==> src/rtl/seq_detector_if.sv <==
// seq_detector_if: serial bit stream in (clr, x_valid, x_in), detect/count/debug out (y_out, y_reg, match_count, state_len)
interface seq_detector_if #(
  parameter int N = 4,
  parameter int CW = 8
);
  logic clr;
  logic x_valid;
  logic x_in;
  logic y_out;
  logic y_reg;
  logic [CW-1:0] match_count;
  logic [$clog2(N+1)-1:0] state_len;
  modport master (output clr, x_valid, x_in, input y_out, y_reg, match_count, state_len);
  modport slave (input clr, x_valid, x_in, output y_out, y_reg, match_count, state_len);
endinterface

==> src/rtl/seq_detector.sv <==
// seq_detector: serial pattern detector with KMP fallback; ports clock, reset (async high), bus (seq_detector_if.slave)
module seq_detector #(
  parameter int N = 4,
  parameter logic [N-1:0] PATTERN = 4'b1011,
  parameter bit OVERLAP = 1'b1,
  parameter int CW = 8
) (
  input logic clock,
  input logic reset,
  seq_detector_if.slave bus
);
  localparam int LW = $clog2(N + 1);
  typedef logic [2*(2**LW)-1:0][LW-1:0] tbl_t;
  function automatic bit pb(int i);
    logic [N-1:0] t;
    t = PATTERN >> i;
    return t[0];
  endfunction
  function automatic int fall(int l, bit b);
    int kmax;
    bit ok;
    bit s;
    if (l >= N) return 0;
    kmax = (l + 1 < N) ? l + 1 : N - 1;
    for (int k = kmax; k > 0; k--) begin
      ok = 1'b1;
      for (int i = 0; i < k; i++) begin
        s = (l + 1 - k + i < l) ? pb(N - 1 - (l + 1 - k + i)) : b;
        if (s != pb(N - 1 - i)) ok = 1'b0;
      end
      if (ok) return k;
    end
    return 0;
  endfunction
  function automatic tbl_t build();
    tbl_t t;
    t = '0;
    for (int i = 0; i < N; i++) begin
      t[2*i]   = LW'(fall(i, 1'b0));
      t[2*i+1] = LW'(fall(i, 1'b1));
    end
    return t;
  endfunction
  localparam tbl_t NEXT = build();
  logic [LW-1:0] l;
  logic [LW-1:0] nxt;
  assign bus.y_out = bus.x_valid & ~bus.clr & (l == LW'(N - 1)) & (bus.x_in == PATTERN[0]);
  assign nxt = (bus.y_out && !OVERLAP) ? '0 : NEXT[{l, bus.x_in}];
  assign bus.state_len = l;
  always_ff @(posedge clock or posedge reset) begin
    if (reset) begin
      l <= '0;
      bus.match_count <= '0;
      bus.y_reg <= 1'b0;
    end else if (bus.clr) begin
      l <= '0;
      bus.match_count <= '0;
      bus.y_reg <= 1'b0;
    end else begin
      bus.y_reg <= bus.y_out;
      if (bus.x_valid) l <= nxt;
      if (bus.y_out && bus.match_count != '1) bus.match_count <= bus.match_count + 1'b1;
    end
  end
endmodule

==> src/flat_wrapper.sv <==
// flat-port wrapper written by rule: the top's interface ports become plain ports
module seq_detector_flat 
#(
  parameter int N = 4,
  parameter logic [N-1:0] PATTERN = 4'b1011,
  parameter bit OVERLAP = 1'b1,
  parameter int CW = 8
)
  (clock, reset, bus_clr, bus_x_valid, bus_x_in, bus_y_out, bus_y_reg, bus_match_count, bus_state_len);
  seq_detector_if #(.N(N), .CW(CW)) bus_i ();
  input logic clock;
  input logic reset;
  input wire logic [$bits(bus_i.clr)-1:0] bus_clr;
  input wire logic [$bits(bus_i.x_valid)-1:0] bus_x_valid;
  input wire logic [$bits(bus_i.x_in)-1:0] bus_x_in;
  output wire logic [$bits(bus_i.y_out)-1:0] bus_y_out;
  output wire logic [$bits(bus_i.y_reg)-1:0] bus_y_reg;
  output wire logic [$bits(bus_i.match_count)-1:0] bus_match_count;
  output wire logic [$bits(bus_i.state_len)-1:0] bus_state_len;
  assign bus_i.clr = bus_clr;
  assign bus_i.x_valid = bus_x_valid;
  assign bus_i.x_in = bus_x_in;
  assign bus_y_out = bus_i.y_out;
  assign bus_y_reg = bus_i.y_reg;
  assign bus_match_count = bus_i.match_count;
  assign bus_state_len = bus_i.state_len;
  seq_detector #(.N(N), .PATTERN(PATTERN), .OVERLAP(OVERLAP), .CW(CW)) u_core (.clock(clock), .reset(reset), .bus(bus_i));
endmodule
==> config.mk <==
export PLATFORM = sky130hd
export DESIGN_NAME = seq_detector_flat
export DESIGN_NICKNAME = d
export VERILOG_FILES = /design/src/rtl/seq_detector_if.sv /design/src/rtl/seq_detector.sv /design/src/flat_wrapper.sv
export SDC_FILE = /design/constraint.sdc
export NUM_CORES = 1
export LEC_CHECK = 0
export CORE_UTILIZATION = 40
export CTS_CLUSTER_SIZE = 10
export DETAILED_ROUTE_END_ITERATION = 16
export PLACE_DENSITY = 0.76
export RECOVER_POWER = 25
export SLEW_MARGIN = 15
export SYNTH_ARGS = -nofsm -noshare
export SYNTH_HDL_FRONTEND = slang
export SYNTH_SLANG_ARGS = --single-unit
==> constraint.sdc <==
create_clock -name clock -period 1.7 [get_ports clock]
set_clock_uncertainty 0.2 [all_clocks]
set_input_delay 0.51 -clock clock [delete_from_list [all_inputs] [get_ports clock]]
set_output_delay 0.51 -clock clock [all_outputs]
set_load 0.1 [all_outputs]
# Word-level counts from Yosys, hierarchy flattened
# Memory sizes are Yosys's and may differ from the RTL's.
# Index checks and enable logic that the tools add are counted.
[classes]
add_sub_neg = 1
reduce_logical = 3
eq_ne = 2
n_lt_le_gt_ge = 1
mux = 6
bitwise_logic = 4
[op_table]
columns = ["operator", "count"]
rows = [
  ["$mux W8", 2],
  ["$mux W3", 3],
  ["$add A8 B1 Y8 const B", 1],
  ["$ne A8 B8 Y1 const B", 1],
  ["$lt A4 B5 Y1 const B", 1],
  ["$reduce_bool A2 Y1", 2],
  ["$and A1 B1 Y1", 3],
  ["$eq A3 B2 Y1 const B", 1],
  ["$logic_and A1 B1 Y1", 1],
  ["$mux W1", 1],
  ["$not A1 Y1", 1],
]
[word_totals]
regBits = 12
input_bits = 5
output_inout_bits = 13
memories = 1
mem_bits_ro = 48
[memory_table]
columns = ["name", "depth", "width", "rd", "rd_clocked_by_memory_dff", "wr", "line_no", "source"]
rows = [
  ["(name not given)", 16, 3, 1, 0, 0, "seq_detector.sv:48", "assign nxt = (bus.y_out && !OVERLAP) ? '0 : NEXT[{l, bus.x_in}];"],
]

# Logic depth before layout (Yosys ltp)
# Gate-level depths: netlist of the first run.
[logic_depth]
ltp_word = 7
mapped_depth = 5
depth_no_buf = 5

# Worst setup path after synthesis of the first run
# Ideal clock, no wire load.
[synth_path]
path_type = "flip-flop to flip-flop"
from = "register u_core.l[1], in the netlist u_core.bus.state_len[1]"
to = "register u_core.bus.match_count[5]"
path_stages_with_launch = 5
t_required_ps = 1374
setup_slack_ps = -872
setup_time_ps = 126
period_less_slack_ps = 2572
n_path_buf = 0
arrival_time_ps = 2246
path_cell_list = "dfrtp_1 nand4_2 inv_2 a21oi_4 a221o_1"
[synth_via]
elab_chain_len = 5
[synth_lines]
columns = ["element", "line_no", "source"]
rows = [
  ["start: declaration", "seq_detector.sv:45", "logic [LW-1:0] l;"],
  ["start signal: assignment", "seq_detector.sv:61", "if (bus.x_valid) l <= nxt;"],
  ["$eq A3 B2 Y1", "seq_detector.sv:47", "assign bus.y_out = bus.x_valid & ~bus.clr & (l == LW'(N - 1)) & (bus.x_in == PATTERN[0]);"],
  ["$and A1 B1 Y1 (2 in a row)", "seq_detector.sv:47", ""],
  ["named net bus_y_out", "flat_wrapper.sv:16", "output wire logic [$bits(bus_i.y_out)-1:0] bus_y_out;"],
  ["$logic_and A1 B1 Y1", "seq_detector.sv:62", "if (bus.y_out && bus.match_count != '1) bus.match_count <= bus.match_count + 1'b1;"],
  ["$reduce_bool A2 Y1 (no line)", "--", ""],
  ["end signal: assignment", "seq_detector.sv:62", ""],
  ["end: declaration", "seq_detector_if.sv:14", "modport slave (input clr, x_valid, x_in, output y_out, y_reg, match_count, state_len);"],
]
# The timed path passes the listed nets, and every way through them passes these cells.
# A chain may end at the register's enable or synchronous reset.

# Final worst setup path of the first run
[layout_path]
from = "input port bus_clr"
to = "output port bus_y_out"
[layout_via]
elab_chain_len = 4
[layout_lines]
columns = ["element", "line_no", "source"]
rows = [
  ["start: declaration", "flat_wrapper.sv:13", "input wire logic [$bits(bus_i.clr)-1:0] bus_clr;"],
  ["$not A1 Y1", "seq_detector.sv:47", ""],
  ["$and A1 B1 Y1 (3 in a row)", "seq_detector.sv:47", ""],
  ["end: declaration", "flat_wrapper.sv:16", ""],
]
# Every way passes these cells.

==> reports/results.ini, run 1 <==
[route]
finalWirelength_um = 2754
via_count = 703
route.detailed.wl_per_inst_um = 23.54
firstDrtPassIters = 5
initialDrtViolationCount = 13
avgViaCountPerCell = 6.009
ant_nets = 0
drc_errors = 0

[global_routing]
grt_util_met2_pct = 49.61
antenna_found_initial = 0
via_count_of_the_first_global_routing_pass = 638
grt_start_max_net_pins = 12
met3_layer_usage_reported_by_global_route_pct = 10.87
grtUsageMet1_pct = 34.35
grt_pass1_wl_um = 3091
gr-max-usage-layer = met2
globalRoute.totalOverflow = 0
globalRouteTotalUtil_pct = 30.64

[timing]
fmax_mhz = 535.2
period_share_pct = 109.9
final_critical_path_setup_slack_ns = -0.1685
min_tclk_post_route_ns = 1.868
finalMaxSlewViolations = 0
setup_violations = 13
report.final.hold_viol_count = 0
grt_setup_unrepaired = true

[yosys]
dominant_combinational_cell_family_by_area_after_synthesis = simple AND/OR/NAND/NOR gates
cells_taking_the_most_area_after_synthesis = sky130_fd_sc_hd__dfrtp_1 45%, sky130_fd_sc_hd__a221o_1 6.6%, sky130_fd_sc_hd__ha_1 4.1%
yosys.area.top_type_share_pct = 45.36
post_synth_num_cell_types = 28
syn-mean-instance-area_um2 = 10.29
synth_area_um2 = 606.8
synth_compound_area_share_pct = 16.29
synthXorXnorAreaFrac_pct = 0
post_synth_fa_ha_maj_area_fraction_pct = 4.124
ys_seq_area_share_pct = 45.36
synth_top_cells_by_count = 11 x sky130_fd_sc_hd__dfrtp_1, 6 x sky130_fd_sc_hd__nand2_1, 4 x sky130_fd_sc_hd__a221o_1, 4 x sky130_fd_sc_hd__inv_1
synth_top_area_cell = sky130_fd_sc_hd__dfrtp_1
ys_ff_latch = 11
synth_cells = 59
synth_simple_gate_area_share_pct = 24.12
synth-warning-count = 0
syn-num-nets = 66
most_frequently_used_cell_type_in_the_post_synthesis_netlist = sky130_fd_sc_hd__dfrtp_1
edff_count_synth = 0
async_reset_ff_share_pct = 100.0
synth.area.mux_share_pct = 5.155
dominantRegCellSynth = sky130_fd_sc_hd__dfrtp_1

[floorplan]
die-width_um = 40.95
design.core.area_um2 = 1350
die_height_um = 40.95
initial_core_util_pct = 44.95
rows = 13
die_area_um2 = 1677
io_pins = 18

[power_and_ir_drop]
vdd_drop_max_mv = 0.4940
finalPower_uw = 543.2
power_density_nw_per_um2 = 441.2
power.leakage_nw = 0.5703

[critical_path]
critical_path.max_stage_delay_ns = 0.16
ff2ff_setup_slack_ns = -0.15
setup.worst_path.class = input port to output port
critical_path_arrival_ns = 1.16
worstReg2RegStart = u_core.bus.match_count[1]
end_kind = output port
slowest_stage = sky130_fd_sc_hd__buf_12
path_max_fanout = 2
ff2ff_path_depth = 5
critical_path.startpoint_type = input port
rr_endpoint = u_core.bus.match_count[6]
timing.critical_path.cells = buf_6, nor2b_4, nand4_4, inv_8, buf_12
data_required_time_of_the_critical_path_ns = 0.99

[outcome]
run_status = complete, but fails checks
failing_checks = setup timing

[place]
placedCellCount = 103
portBuffers = 16
globalplace.congestion = 0.7983
place_hpwl_um = 1268

[final_layout]
num_antenna_cells = 0
largest_register_ffs = 8
final_nets = 110
layout-drive-gt1-share_pct = 66.67
layoutNonFillerInstCount = 117
fin_util_pct = 91.20
flow.area_growth_from_synthesis_pct = 102.9

[clock_network]
cts.root.buffer_cell = sky130_fd_sc_hd__clkbuf_4
cts_tree = built
clock_latency_ns = 0.28
cts_hold_repair.buffers = 0
cts_max_path_buffers = 2
tritoncts_buffer_count = 3
cts_sinks = 11
clk_pin_slew_ns = 0.08
clock_tree.htree_level_count = 1

[hold_path]
timing.hold.worst.class = input port to flop
whs_endpoint = u_core.bus.state_len[1]
min_path_cells = 3
worstHoldStart = bus_clr

[run]
max_cap_violations = 0

[per-stage QoR]
stage	area, µm²	hold WS [ns]	setup WS (ns)	setup TNS [ns]
3_3_place_gp	1076	0.3708	-0.5455	-4.459
5_1_grt	1231	0.3328	-0.1981	-1.786
6_report	1231	0.3392	-0.1685	-1.340
2_1_floorplan	679.4	0.1622	-0.2185	-1.623
4_1_cts	1170	0.3242	-0.1176	-0.9939
3_5_place_dp	1076	0.3943	-0.5782	-4.917
[worst max path at each step]
stage                     cells past startpoint                       from  slack, ns                         to
final                                         5                    bus_clr      -0.17                  bus_y_out
after CTS                                     3    u_core.bus.state_len[1]      -0.12                  bus_y_out
after floorplan                               5  u_core.bus.match_count[0]      -0.22  u_core.bus.match_count[0]
after global placement                        5                   bus_x_in      -0.55                  bus_y_out
after global routing                          5                    bus_clr      -0.20                  bus_y_out
after detailed placement                      7                    bus_clr      -0.58  u_core.bus.match_count[5]
[worst max-delay path, delay by kind of cell]
kind                   cells  cell delay (ns)
buffers and inverters      3             0.35
and+or+nand+nor            2             0.28
[power breakdown]
part | total [mW] | switching (mW) | internal [mW] | leakage (nW)
clock network | 0.185 | 0.0941 | 0.0910 | 0.0150
logic | 0.0897 | 0.0559 | 0.0338 | 0.420
registers | 0.268 | 0.00365 | 0.265 | 0.135
[kinds of logic (layout without fill, tap and decap cells)]
logic type / count (synthesis) / in the layout
buffers and inverters: 6 / 49
AND/OR/NAND/NOR: 25 / 25
multiplexers: 3 / 3
AO/OA/AOI/OAI: 11 / 11
flip-flops: 11 / 11
other: 1 / 1
adder cells (fa/ha/maj): 2 / 2
[cell type report]
| class | instances | area, µm² |
|---|---|---|
| timing repair buffer | 40 | 480.5 |
| fill | 48 | 118.9 |
| multi-input combinational | 42 | 379.1 |
| tap | 15 | 18.77 |
| sequential | 11 | 300.3 |
| inverter | 5 | 26.28 |
| clock buffer | 4 | 26.28 |
[timing repair]
action                                  in CTS  in global routing
endpoints found under the setup margin      18                 16
pin swaps                                    1                  4
resized for setup                           21                  6
setup buffers                                7                  4
[routing by layer]
metal  share of wire (%)  routed length [µm]  up-vias
li1                    -                   -      300
met1                  38                1051      354
met2                  51                1401       33
met3                 5.4                 150       16
met4                 5.4                 150        0
met5                   0                   0        -
[layout by cell type, fill, tap and decap left out, types with 2 or more instances in the layout]
cell type,count
sky130_fd_sc_hd__buf_4,18
sky130_fd_sc_hd__buf_12,12
sky130_fd_sc_hd__buf_6,8
sky130_fd_sc_hd__nand2_1,6
sky130_fd_sc_hd__dfrtp_4,5
sky130_fd_sc_hd__dfrtp_2,5
sky130_fd_sc_hd__a221o_1,4
sky130_fd_sc_hd__inv_1,4
sky130_fd_sc_hd__clkbuf_4,3
sky130_fd_sc_hd__nor3_1,2
sky130_fd_sc_hd__nand3_2,2
sky130_fd_sc_hd__nor2_1,2
sky130_fd_sc_hd__o21a_1,2
sky130_fd_sc_hd__nor4_1,2
sky130_fd_sc_hd__mux2i_1,2
(Power assumes the default switching activity.)
==> run 2, diff against run 1 <==
GPL_ROUTABILITY_DRIVEN = 1   (was not set)
==> results of run 2 <==
No change in the layout: final DEF, timing and power equal those of run 1.
==> run 3, diff against run 2 <==
CTS_CLUSTER_SIZE = not set   (was 10)
==> results of run 3 <==
No change in the layout: final DEF, timing and power equal those of run 1.
